<file path="src/rtl/fetch_sequencer_pkg.sv">
`default_nettype none
// ============================================================================
//  Module   : fetch_sequencer_pkg
//  Brief    : Shared state encoding, next-PC select codes and defaults for the
//             instruction-fetch sequencer.
//  Revision : 1.0  initial release
// ============================================================================
package fetch_sequencer_pkg;

    typedef enum logic [2:0] {
        ST_IDLE  = 3'd0,
        ST_REQ   = 3'd1,
        ST_VALID = 3'd2,
        ST_HALT  = 3'd3,
        ST_ERROR = 3'd4
    } fetch_state_e;

    localparam logic [1:0] SEL_SEQ  = 2'b00;
    localparam logic [1:0] SEL_BR   = 2'b01;
    localparam logic [1:0] SEL_J    = 2'b10;
    localparam logic [1:0] SEL_HOLD = 2'b11;

    localparam logic [5:0] DEFAULT_HALT_OP = 6'h3F;
    localparam int         TIMER_WIDTH     = 8;

    // Jump outranks a taken branch when both decode in the same instruction.
    function automatic logic [1:0] next_pc_sel(
        input logic jump,
        input logic branch,
        input logic zero
    );
        logic [1:0] sel;
        sel = SEL_SEQ;
        if (jump) begin
            sel = SEL_J;
        end else if (branch && zero) begin
            sel = SEL_BR;
        end
        return sel;
    endfunction

    function automatic logic is_redirect(
        input logic jump,
        input logic branch,
        input logic zero
    );
        return jump || (branch && zero);
    endfunction

endpackage : fetch_sequencer_pkg
`default_nettype wire

</file>
<file path="src/rtl/fetch_timeout_counter.sv">
`default_nettype none
// ============================================================================
//  Module   : fetch_timeout_counter
//  Brief    : 8-bit memory wait timer; expired flags the last permitted
//             waiting cycle so the caller can leave on the following edge.
//  Revision : 1.0  initial release
// ============================================================================
module fetch_timeout_counter
    import fetch_sequencer_pkg::*;
#(
    parameter int LIMIT = 15
) (
    input  logic Clock,
    input  logic Reset,
    input  logic clear,
    input  logic enable,
    output logic expired
);

    localparam logic [TIMER_WIDTH-1:0] LAST_WAIT = TIMER_WIDTH'(LIMIT - 1);

    logic [TIMER_WIDTH-1:0] count_q;
    logic [TIMER_WIDTH-1:0] count_d;

    always_comb begin
        count_d = count_q;
        if (clear) begin
            count_d = '0;
        end else if (enable) begin
            count_d = count_q + TIMER_WIDTH'(1);
        end
    end

    always_ff @(posedge Clock or negedge Reset) begin
        if (!Reset) begin
            count_q <= '0;
        end else begin
            count_q <= count_d;
        end
    end

    // The count holds the waits already elapsed, so the current waiting
    // cycle is the LIMIT-th one when the count equals LIMIT-1.
    assign expired = (count_q == LAST_WAIT);

endmodule : fetch_timeout_counter
`default_nettype wire

</file>
<file path="src/rtl/fetch_sequencer.sv">
`default_nettype none
// ============================================================================
//  Module   : fetch_sequencer
//  Brief    : Multi-cycle fetch controller: memory request, instruction
//             register load, downstream handshake, PC commit, halt, timeout
//             and performance counters.
//  Revision : 1.0  initial release
// ============================================================================
module fetch_sequencer
    import fetch_sequencer_pkg::*;
#(
    parameter int         IMEM_TIMEOUT = 15,
    parameter int         CNT_WIDTH    = 32,
    parameter logic [5:0] HALT_OP      = DEFAULT_HALT_OP
) (
    input  logic                 Clock,
    input  logic                 Reset,
    input  logic                 Start,
    output logic                 IMem_Req,
    input  logic                 IMem_Ack,
    input  logic [5:0]           Op,
    output logic                 Inst_Load,
    output logic                 Inst_Valid,
    input  logic                 Inst_Ready,
    input  logic                 Branch,
    input  logic                 Jump,
    input  logic                 Zero,
    output logic                 PC_Write,
    output logic [1:0]           PC_Sel,
    output logic                 Halted,
    output logic                 Timeout_Err,
    output logic [CNT_WIDTH-1:0] Fetch_Count,
    output logic [CNT_WIDTH-1:0] Redirect_Count
);

    fetch_state_e state_q;
    fetch_state_e state_d;

    logic                 halt_pending_q;
    logic                 halt_pending_d;
    logic [CNT_WIDTH-1:0] fetch_cnt_q;
    logic [CNT_WIDTH-1:0] fetch_cnt_d;
    logic [CNT_WIDTH-1:0] redir_cnt_q;
    logic [CNT_WIDTH-1:0] redir_cnt_d;

    logic timer_clear;
    logic timer_enable;
    logic timer_expired;

    fetch_timeout_counter #(
        .LIMIT   (IMEM_TIMEOUT)
    ) u_timeout (
        .Clock   (Clock),
        .Reset   (Reset),
        .clear   (timer_clear),
        .enable  (timer_enable),
        .expired (timer_expired)
    );

    always_comb begin
        state_d        = state_q;
        halt_pending_d = halt_pending_q;
        fetch_cnt_d    = fetch_cnt_q;
        redir_cnt_d    = redir_cnt_q;
        timer_clear    = 1'b1;
        timer_enable   = 1'b0;
        IMem_Req       = 1'b0;
        Inst_Load      = 1'b0;
        Inst_Valid     = 1'b0;
        PC_Write       = 1'b0;
        PC_Sel         = SEL_HOLD;
        Halted         = 1'b0;
        Timeout_Err    = 1'b0;

        unique case (state_q)
            ST_IDLE: begin
                if (Start) begin
                    state_d = ST_REQ;
                end
            end

            ST_REQ: begin
                IMem_Req    = 1'b1;
                timer_clear = 1'b0;
                if (IMem_Ack) begin
                    Inst_Load      = 1'b1;
                    halt_pending_d = (Op == HALT_OP);
                    timer_clear    = 1'b1;
                    state_d        = ST_VALID;
                end else begin
                    timer_enable = 1'b1;
                    if (timer_expired) begin
                        state_d = ST_ERROR;
                    end
                end
            end

            ST_VALID: begin
                Inst_Valid = 1'b1;
                if (Inst_Ready) begin
                    PC_Write    = 1'b1;
                    PC_Sel      = next_pc_sel(Jump, Branch, Zero);
                    fetch_cnt_d = fetch_cnt_q + CNT_WIDTH'(1);
                    if (is_redirect(Jump, Branch, Zero)) begin
                        redir_cnt_d = redir_cnt_q + CNT_WIDTH'(1);
                    end
                    // The halt instruction itself still retires and moves the PC.
                    state_d = halt_pending_q ? ST_HALT : ST_REQ;
                end
            end

            ST_HALT: begin
                Halted = 1'b1;
            end

            ST_ERROR: begin
                Timeout_Err = 1'b1;
            end

            default: begin
                state_d = ST_IDLE;
            end
        endcase
    end

    always_ff @(posedge Clock or negedge Reset) begin
        if (!Reset) begin
            state_q        <= ST_IDLE;
            halt_pending_q <= 1'b0;
            fetch_cnt_q    <= '0;
            redir_cnt_q    <= '0;
        end else begin
            state_q        <= state_d;
            halt_pending_q <= halt_pending_d;
            fetch_cnt_q    <= fetch_cnt_d;
            redir_cnt_q    <= redir_cnt_d;
        end
    end

    assign Fetch_Count    = fetch_cnt_q;
    assign Redirect_Count = redir_cnt_q;

endmodule : fetch_sequencer
`default_nettype wire

</file>
<file path="config.mk">
export PLATFORM = sky130hd
export DESIGN_NAME = fetch_sequencer
export DESIGN_NICKNAME = d
export VERILOG_FILES = /design/src/rtl/fetch_sequencer_pkg.sv /design/src/rtl/fetch_timeout_counter.sv /design/src/rtl/fetch_sequencer.sv
export SDC_FILE = /design/constraint.sdc
export NUM_CORES = 1
export LEC_CHECK = 0
export CAP_MARGIN = 10
export CORE_UTILIZATION = 52
export CTS_BUF_LIST = sky130_fd_sc_hd__clkbuf_8
export CTS_CLUSTER_DIAMETER = 100
export CTS_CLUSTER_SIZE = 25
export DETAILED_ROUTE_END_ITERATION = 7
export GPL_ROUTABILITY_DRIVEN = 1
export PLACE_DENSITY_LB_ADDON = 0.2
export SLEW_MARGIN = 10
export SYNTH_ARGS = -nofsm -noshare
export SYNTH_HDL_FRONTEND = slang
export SYNTH_SLANG_ARGS = --single-unit
</file>
<file path="constraint.sdc">
create_clock -name Clock -period 2.2 [get_ports Clock]
set_input_delay 0.44 -clock Clock [delete_from_list [all_inputs] [get_ports Clock]]
set_output_delay 0.44 -clock Clock [all_outputs]
set_load 0.02 [all_outputs]
</file>
==> results.yml, run 1 <==
outcome:
  status: "completed"
worst_setup_path:
  crit_start: "state_q[2]"
  cp.arrival_ns: 1.65
  reg2regPathDepth: 6
  critPathMaxStageDelay_ns: 0.60
  r2r_end: "Fetch_Count[26]"
  timing.rr.start: "state_q[2]"
  crit_chain: "and3b_1 -> clkdlybuf4s50_1"
  cp_num_buf_inv: 1
  start_kind: "flop"
  slowest_stage: "clkdlybuf4s50_1"
  setup.worst_path.end: "Halted"
  endpoint_kind: "primary output"
  crit_family: "buffers and inverters"
  crit_cells: 2
  crit_path_max_fanout: 9
  required_ns: 1.76
  r2r_slack_ns: 0.37
  path_class: "flop to primary output"
pwr:
  power.density_nw_per_um2: 684
  ir_worst_vdd_uv: 606
  power_w: 0.00336
  cellLeakagePower_nw: 2.12
routing:
  ant_nets: 0
  met3_length_um: 333
  drc: 0
  routed.top_layer: "met4"
  vias: 2898
  drt_wl_total_um: 7650
  met2_length_um: 3480
  avgRoutedWirePerCell_um: 14.4
  drt_first_pass_iters: 4
  wl_met1_um: 3730
  drtIter0Drc: 121
  via_per_inst: 5.46
hold_path:
  hp-class: "input pin to async pin"
grt:
  grt_pass1_vias: 2749
  antenna_found_initial: 0
  grt_max_degree: 41
  grt_pass1_wl_um: 12700
  grt_usage_pct: 21.7
  grt-ovfl-total: 0
final_layout:
  final_cells: 531
  n_antenna_cell: 0
  multiInputGateArea_um2: 1670
  area_growth_pct: 34.2
  num-fill-cells: 509
  drive_gt1_share_pct: 8.74
  nets: 449
  regArea_um2: 1900
clocking:
  cts_buffers: 9
  cts_max_path_buffers: 2
  cts_tree: "yes"
  clock-sinks: 76
  ctsHoldBuffers: 0
  path_clk_slew_ns: 0.08
  htree_levels: 3
  cts_setup_buffers: 0
  clk_latency_ns: 0.34
  clockRootBuffer: "clkbuf_8"
yosys:
  syn_area_per_cell_um2: 11.0
  syn-num-nets: 350
  synth.area.top_cells: "dfrtp_1 52%, xnor2_1 13%, nand4_1 7.0%, xor2_1 3.6%, nand3_1 3.1%"
  synth-edff-count: 0
  yosys_warnings: 0
  synth.yosys.seq_area_share_pct: 52.0
  synth_top_area_cell: "dfrtp_1"
  synthCells: 332
  async_flop_share_pct: 100
  netlist_area_um2: 3660
  synth-seq-cells: 76
  yosysUniqueCellTypes: 39
  synth_top_area_share_pct: 52.0
  synth-main-ff-cell: "dfrtp_1"
timing:
  post-route-period-util_pct: 95.0
  finalWorstPathRequiredPeriod_ns: 2.09
  slew-limit-headroom_pct: 60.7
  hold_viol_final: 0
  finClkSkew_ns: 0.00994
  timing.fmax_mhz: 479
  slew_viol_final: 0
  setup_violations: 0
  rsz0062_at_grt: "false"
  tns_ns: 0
  tightest_slew_ns: 0.582
floorplanning:
  dieArea_um2: 7380
  ios: 86
  coreArea_um2: 6790
  num_rows: 30
  die_h_um: 85.9
  initial_core_util_pct: 53.9
  die_w_um: 85.9
placed_design:
  place_inst: 516
  portBuffers: 85
  routabilityCongestion: 0.818
  dpl.hpwl_um: 5370
flow_run:
  drv_cap: 0
## through the flow
stage	hold WS, ns	worst slack, ns	area [um2]	util [%]
after detailed placement	0.435	-0.0668	4700	69.1
after floorplan	0.144	0.343	3660	-
final	0.0523	0.110	4910	72.3
after global placement	0.433	-0.0216	4700	69.1
after CTS	0.0698	0.0326	4910	72.2
after global routing	0.0813	0.0486	4910	72.3
## cell type report
class | instances | area share (%)
tap | 96 | 2.45
clock inverter | 5 | 1.58
clock buffer | 10 | 2.80
multi-input combinational | 241 | 34.0
sequential | 76 | 38.8
inverter | 5 | 0.382
timing repair buffer | 98 | 20.0
## per-layer routing
layer / vias to the layer above / global-route usage (%)
met5: - / 0
met3: 10 / 3.66
met4: 0 / 8.48
met1: 1425 / 31.3
li1: 1373 / -
met2: 90 / 32.8
## synthesized netlist by cell type (all sizes together) (5+ instances only)
cell type,n
dfrtp,76
xnor2,53
nand4,41
nand3,23
nand2,21
nor2,20
xor2,15
and3,11
and2,9
buf,9
and4,7
nor4,7
nor3,6
inv,5
## layout by cell type (no fill, tap or decap), types with 2 or more instances in the layout
cell type        count
ha_1                 4
dlygate4sd2_1        5
nor4_1               4
a21oi_1              2
dfrtp_1             75
clkdlybuf4s50_1     77
nand2b_1             3
nor2_1              19
inv_1                6
clkbuf_8            10
and3_1              11
dlymetal6s2s_1       2
nand4_1             41
and2_1               9
buf_12               3
nor3b_1              4
and4_1               7
mux2_2               2
nand3_1             23
xnor2_1             53
nand2_1             21
buf_4               11
nor3_1               4
nor4_4               2
bufinv_16            2
xor2_1              15
## where the power goes
part | internal [W] | switching (W)
Clock | 0.000660 | 0.000491
Combinational | 0.000295 | 0.000304
Sequential | 0.00148 | 0.000128
## what timing repair did
item                                    CTS  global route
pin swaps                                 0             0
gates resized for setup                   6             2
endpoints found under the setup margin    5             2
## cell families after synthesis
family / after synthesis / share of synthesized area (%)
AO/OA/AOI/OAI: 8 / 1.50
XOR/XNOR: 68 / 16.3
adder cells (fa/ha/maj): 4 / 1.37
buffers and inverters: 15 / 2.36
flip-flops: 76 / 52.0
multiplexers: 2 / 0.615
AND/OR/NAND/NOR: 159 / 25.9
## sequential cells by signal (all words and copies together) (netlist names)
name and flops:
Fetch_Count 32, Redirect_Count 32, u_timeout.count_q 8, state_q 3, halt_pending_q 1
## worst min path at each step
| stage | start | endpoint | depth (start not counted) |
|---|---|---|---|
| 4_1_cts | Reset | Fetch_Count[17] | 1 |
| 3_5_place_dp | Reset | Fetch_Count[17] | 1 |
| 3_3_place_gp | Reset | Fetch_Count[22] | 1 |
| 6_report | Reset | Fetch_Count[17] | 1 |
| 5_1_grt | Reset | Fetch_Count[22] | 1 |
| 2_1_floorplan | Reset | Fetch_Count[0] | 0 |
Power figures use the tool's default switching activity.
==> run 2, diff against run 1 <==
--- a/config.mk
+++ b/config.mk
@@ -18,2 +18,3 @@
 export SYNTH_HDL_FRONTEND = slang
+export SYNTH_HIERARCHICAL = 1
 export SYNTH_SLANG_ARGS = --single-unit
==> constraint.sdc (replaced) <==
create_clock -name Clock -period 2.2 [get_ports Clock]
set_input_delay 0.22 -clock Clock [delete_from_list [all_inputs] [get_ports Clock]]
set_output_delay 0.22 -clock Clock [all_outputs]
set_load 0.02 [all_outputs]
==> run 2 against run 1 <==
Effect of this change: global-route usage increased by 0.94 points; via count is 0.52% higher; clock power fell by 24%; non-clock buffer count unchanged; area after synthesis grew 1.7%; hold slack better by 0.34 ns; count of clock-buffer cells in the layout is 1 lower; core utilization is 1.4 points lower.
==> results.yml, run 2 <==
worst_setup_path:
  endpoint_kind: "primary output"
  cp.arrival_ns: 1.85
  critPathMaxStageDelay_ns: 0.67
  slowest_stage: "clkdlybuf4s50_1"
  cp_num_buf_inv: 2
  crit_family: "buffers and inverters"
  required_ns: 1.98
  timing.rr.start: "state_q[2]"
  crit_start: "state_q[1]"
  crit_path_max_fanout: 10
  start_kind: "flop"
  crit_chain: "buf_4 -> nor3_1 -> clkdlybuf4s50_1"
  path_class: "flop to primary output"
routing:
  via_per_inst: 5.47
  ant_nets: 0
  drt_wl_total_um: 7780
  drc: 0
  vias: 2913
  drtIter0Drc: 72
  drt_first_pass_iters: 4
  avgRoutedWirePerCell_um: 14.6
timing:
  finalWorstPathRequiredPeriod_ns: 2.07
  tightest_slew_ns: 0.634
  timing.fmax_mhz: 484
  finClkSkew_ns: 0.00640
  slew-limit-headroom_pct: 57.5
  slew_viol_final: 0
  post-route-period-util_pct: 94.0
  holdWs_ns: 0.395
  rsz0062_at_grt: "false"
  setup_violations: 0
  tns_ns: 0
  hold_viol_final: 0
yosys:
  yosysUniqueCellTypes: 41
  synth.area.top_cells: "dfrtp_1 51%, xnor2_1 13%, nand4_1 5.4%, nand3_1 3.4%, nand2_1 2.6%"
  synth_common_cells: "76 x dfrtp_1, 56 x xnor2_1, 32 x nand4_1"
  synthCells: 337
  yosys_warnings: 6
  synth-edff-count: 0
  synth-seq-cells: 76
  synth_top_area_cell: "dfrtp_1"
  syn-num-nets: 355
  synth-main-ff-cell: "dfrtp_1"
  synth_most_common_cell: "dfrtp_1"
  async_flop_share_pct: 100
  syn_area_per_cell_um2: 11.0
  synth.yosys.seq_area_share_pct: 51.1
  netlist_area_um2: 3720
  synth_top_area_share_pct: 51.1
final_layout:
  n_antenna_cell: 0
  final_cells: 533
  final_util_pct: 70.9
  drive_gt1_share_pct: 10.1
  final_cell_mix: "83 x clkdlybuf4s50_1, 76 x dfrtp_1, 56 x xnor2_1"
  area_growth_pct: 30.9
  final_common_cell: "clkdlybuf4s50_1"
  nets: 451
  num-fill-cells: 532
clocking:
  htree_levels: 3
  cts_buffers: 9
  clockRootBuffer: "clkbuf_8"
  clk_latency_ns: 0.34
  cts_max_path_buffers: 2
  cts_setup_buffers: 0
  cts_tree: "yes"
  path_clk_slew_ns: 0.07
  clock-sinks: 76
floorplanning:
  coreArea_um2: 6870
  dieArea_um2: 7500
  ios: 86
  die_h_um: 86.6
  num_rows: 30
  initial_core_util_pct: 54.2
  die_w_um: 86.6
outcome:
  status: "completed"
hold_path:
  hp-class: "input pin to async pin"
placed_design:
  routabilityCongestion: 0.835
  dpl.hpwl_um: 5550
  portBuffers: 85
  place_inst: 517
pwr:
  power.density_nw_per_um2: 668
  cellLeakagePower_nw: 2.03
  ir_worst_vdd_uv: 298
grt:
  grt_pass1_wl_um: 13200
  grt_pass1_vias: 2805
  grt-ovfl-total: 0
  grt_usage_pct: 22.6
  grt_max_degree: 40
  antenna_found_initial: 0
flow_run:
  drv_cap: 0
[run 2: changes by cell type after synthesis, moves of 3 or more]
| cell | previous run | this run |
|---|---|---|
| nand2_1 | 21 | 26 |
| nand4_1 | 41 | 32 |
| xor2_1 | 15 | 10 |
| buf_6 | 3 | 7 |
| nand3_2 | 0 | 3 |
| and2_1 | 9 | 3 |
| o21ai_0 | 1 | 4 |
| a211oi_1 | 0 | 4 |
| nor2_1 | 19 | 13 |
| inv_1 | 5 | 9 |
| buf_2 | 6 | 0 |
| xnor2_1 | 53 | 56 |
[run 2: repair_timing]
action	in CTS	in global routing
hold buffers	1	0
resized for setup	0	2
endpoints found under the setup margin	0	2
endpoints found under the hold margin	38	0
[run 2: per-stage QoR]
stage	total power [W]	cell area, um2	setup WS, ns
2_1_floorplan	0.00207	3730	0.0728
3_3_place_gp	0.00239	4700	0.215
3_5_place_dp	0.00240	4700	0.164
4_1_cts	0.00329	4870	0.0277
5_1_grt	0.00342	4870	0.0188
6_report	0.00325	4870	0.132
[run 2: layout make-up]
type                            count  area, um2  share of cell area (%)
Clock inverter                      6       32.5                   0.668
Timing Repair Buffer               98        976                    20.0
Sequential cell                    76       1900                    39.1
Multi-Input combinational cell    239       1680                    34.5
Inverter                            9       33.8                   0.694
Tap cell                           96        120                    2.47
Clock buffer                        9        124                    2.54
[run 2: worst paths after layout]
| path | end | slack [ns] | depth (start not counted) |
|---|---|---|---|
| hold / removal | Redirect_Count[3] | 0.40 | 2 |
| max in group asynchronous | Fetch_Count[26] | 1.23 | 3 |
| min in group Clock | halt_pending_q | 0.47 | 3 |
| setup reg to reg | u_timeout/count_q[7] | 0.29 | 6 |
| setup / recovery | Timeout_Err | 0.13 | 3 |
| hold reg to reg | Redirect_Count[31] | 0.48 | 1 |
[run 2: kinds of logic after synthesis]
group	synth area share, %
and+or+nand+nor	24.8
DFF	51.1
xor gates and xnor gates	15.5
buffers and inverters	3.83
AOI/OAI and AO/OA	3.09
adders and majority gates	1.35
muxes	0.303
[run 2: routing by layer]
metal	routed length [um]	global-route usage (%)	vias up
met5	0	0	-
met4	107	9.24	0
met3	286	4.00	10
met2	3840	37.7	72
met1	3550	29.4	1434
li1	-	-	1397
[run 2: power breakdown]
part	switching [W]	internal (W)
clock	0.000484	0.000392
sequential	0.000115	0.00148
combinational	0.000412	0.000367
[run 2: worst reg2reg max path, stage by stage (launching register included)]
cell and delay (ns):
dfrtp_1 0.45, nor3b_2 0.29, nand2b_1 0.17, inv_1 0.14
o21ai_0 0.15, or4_1 0.49, a21oi_1 0.14
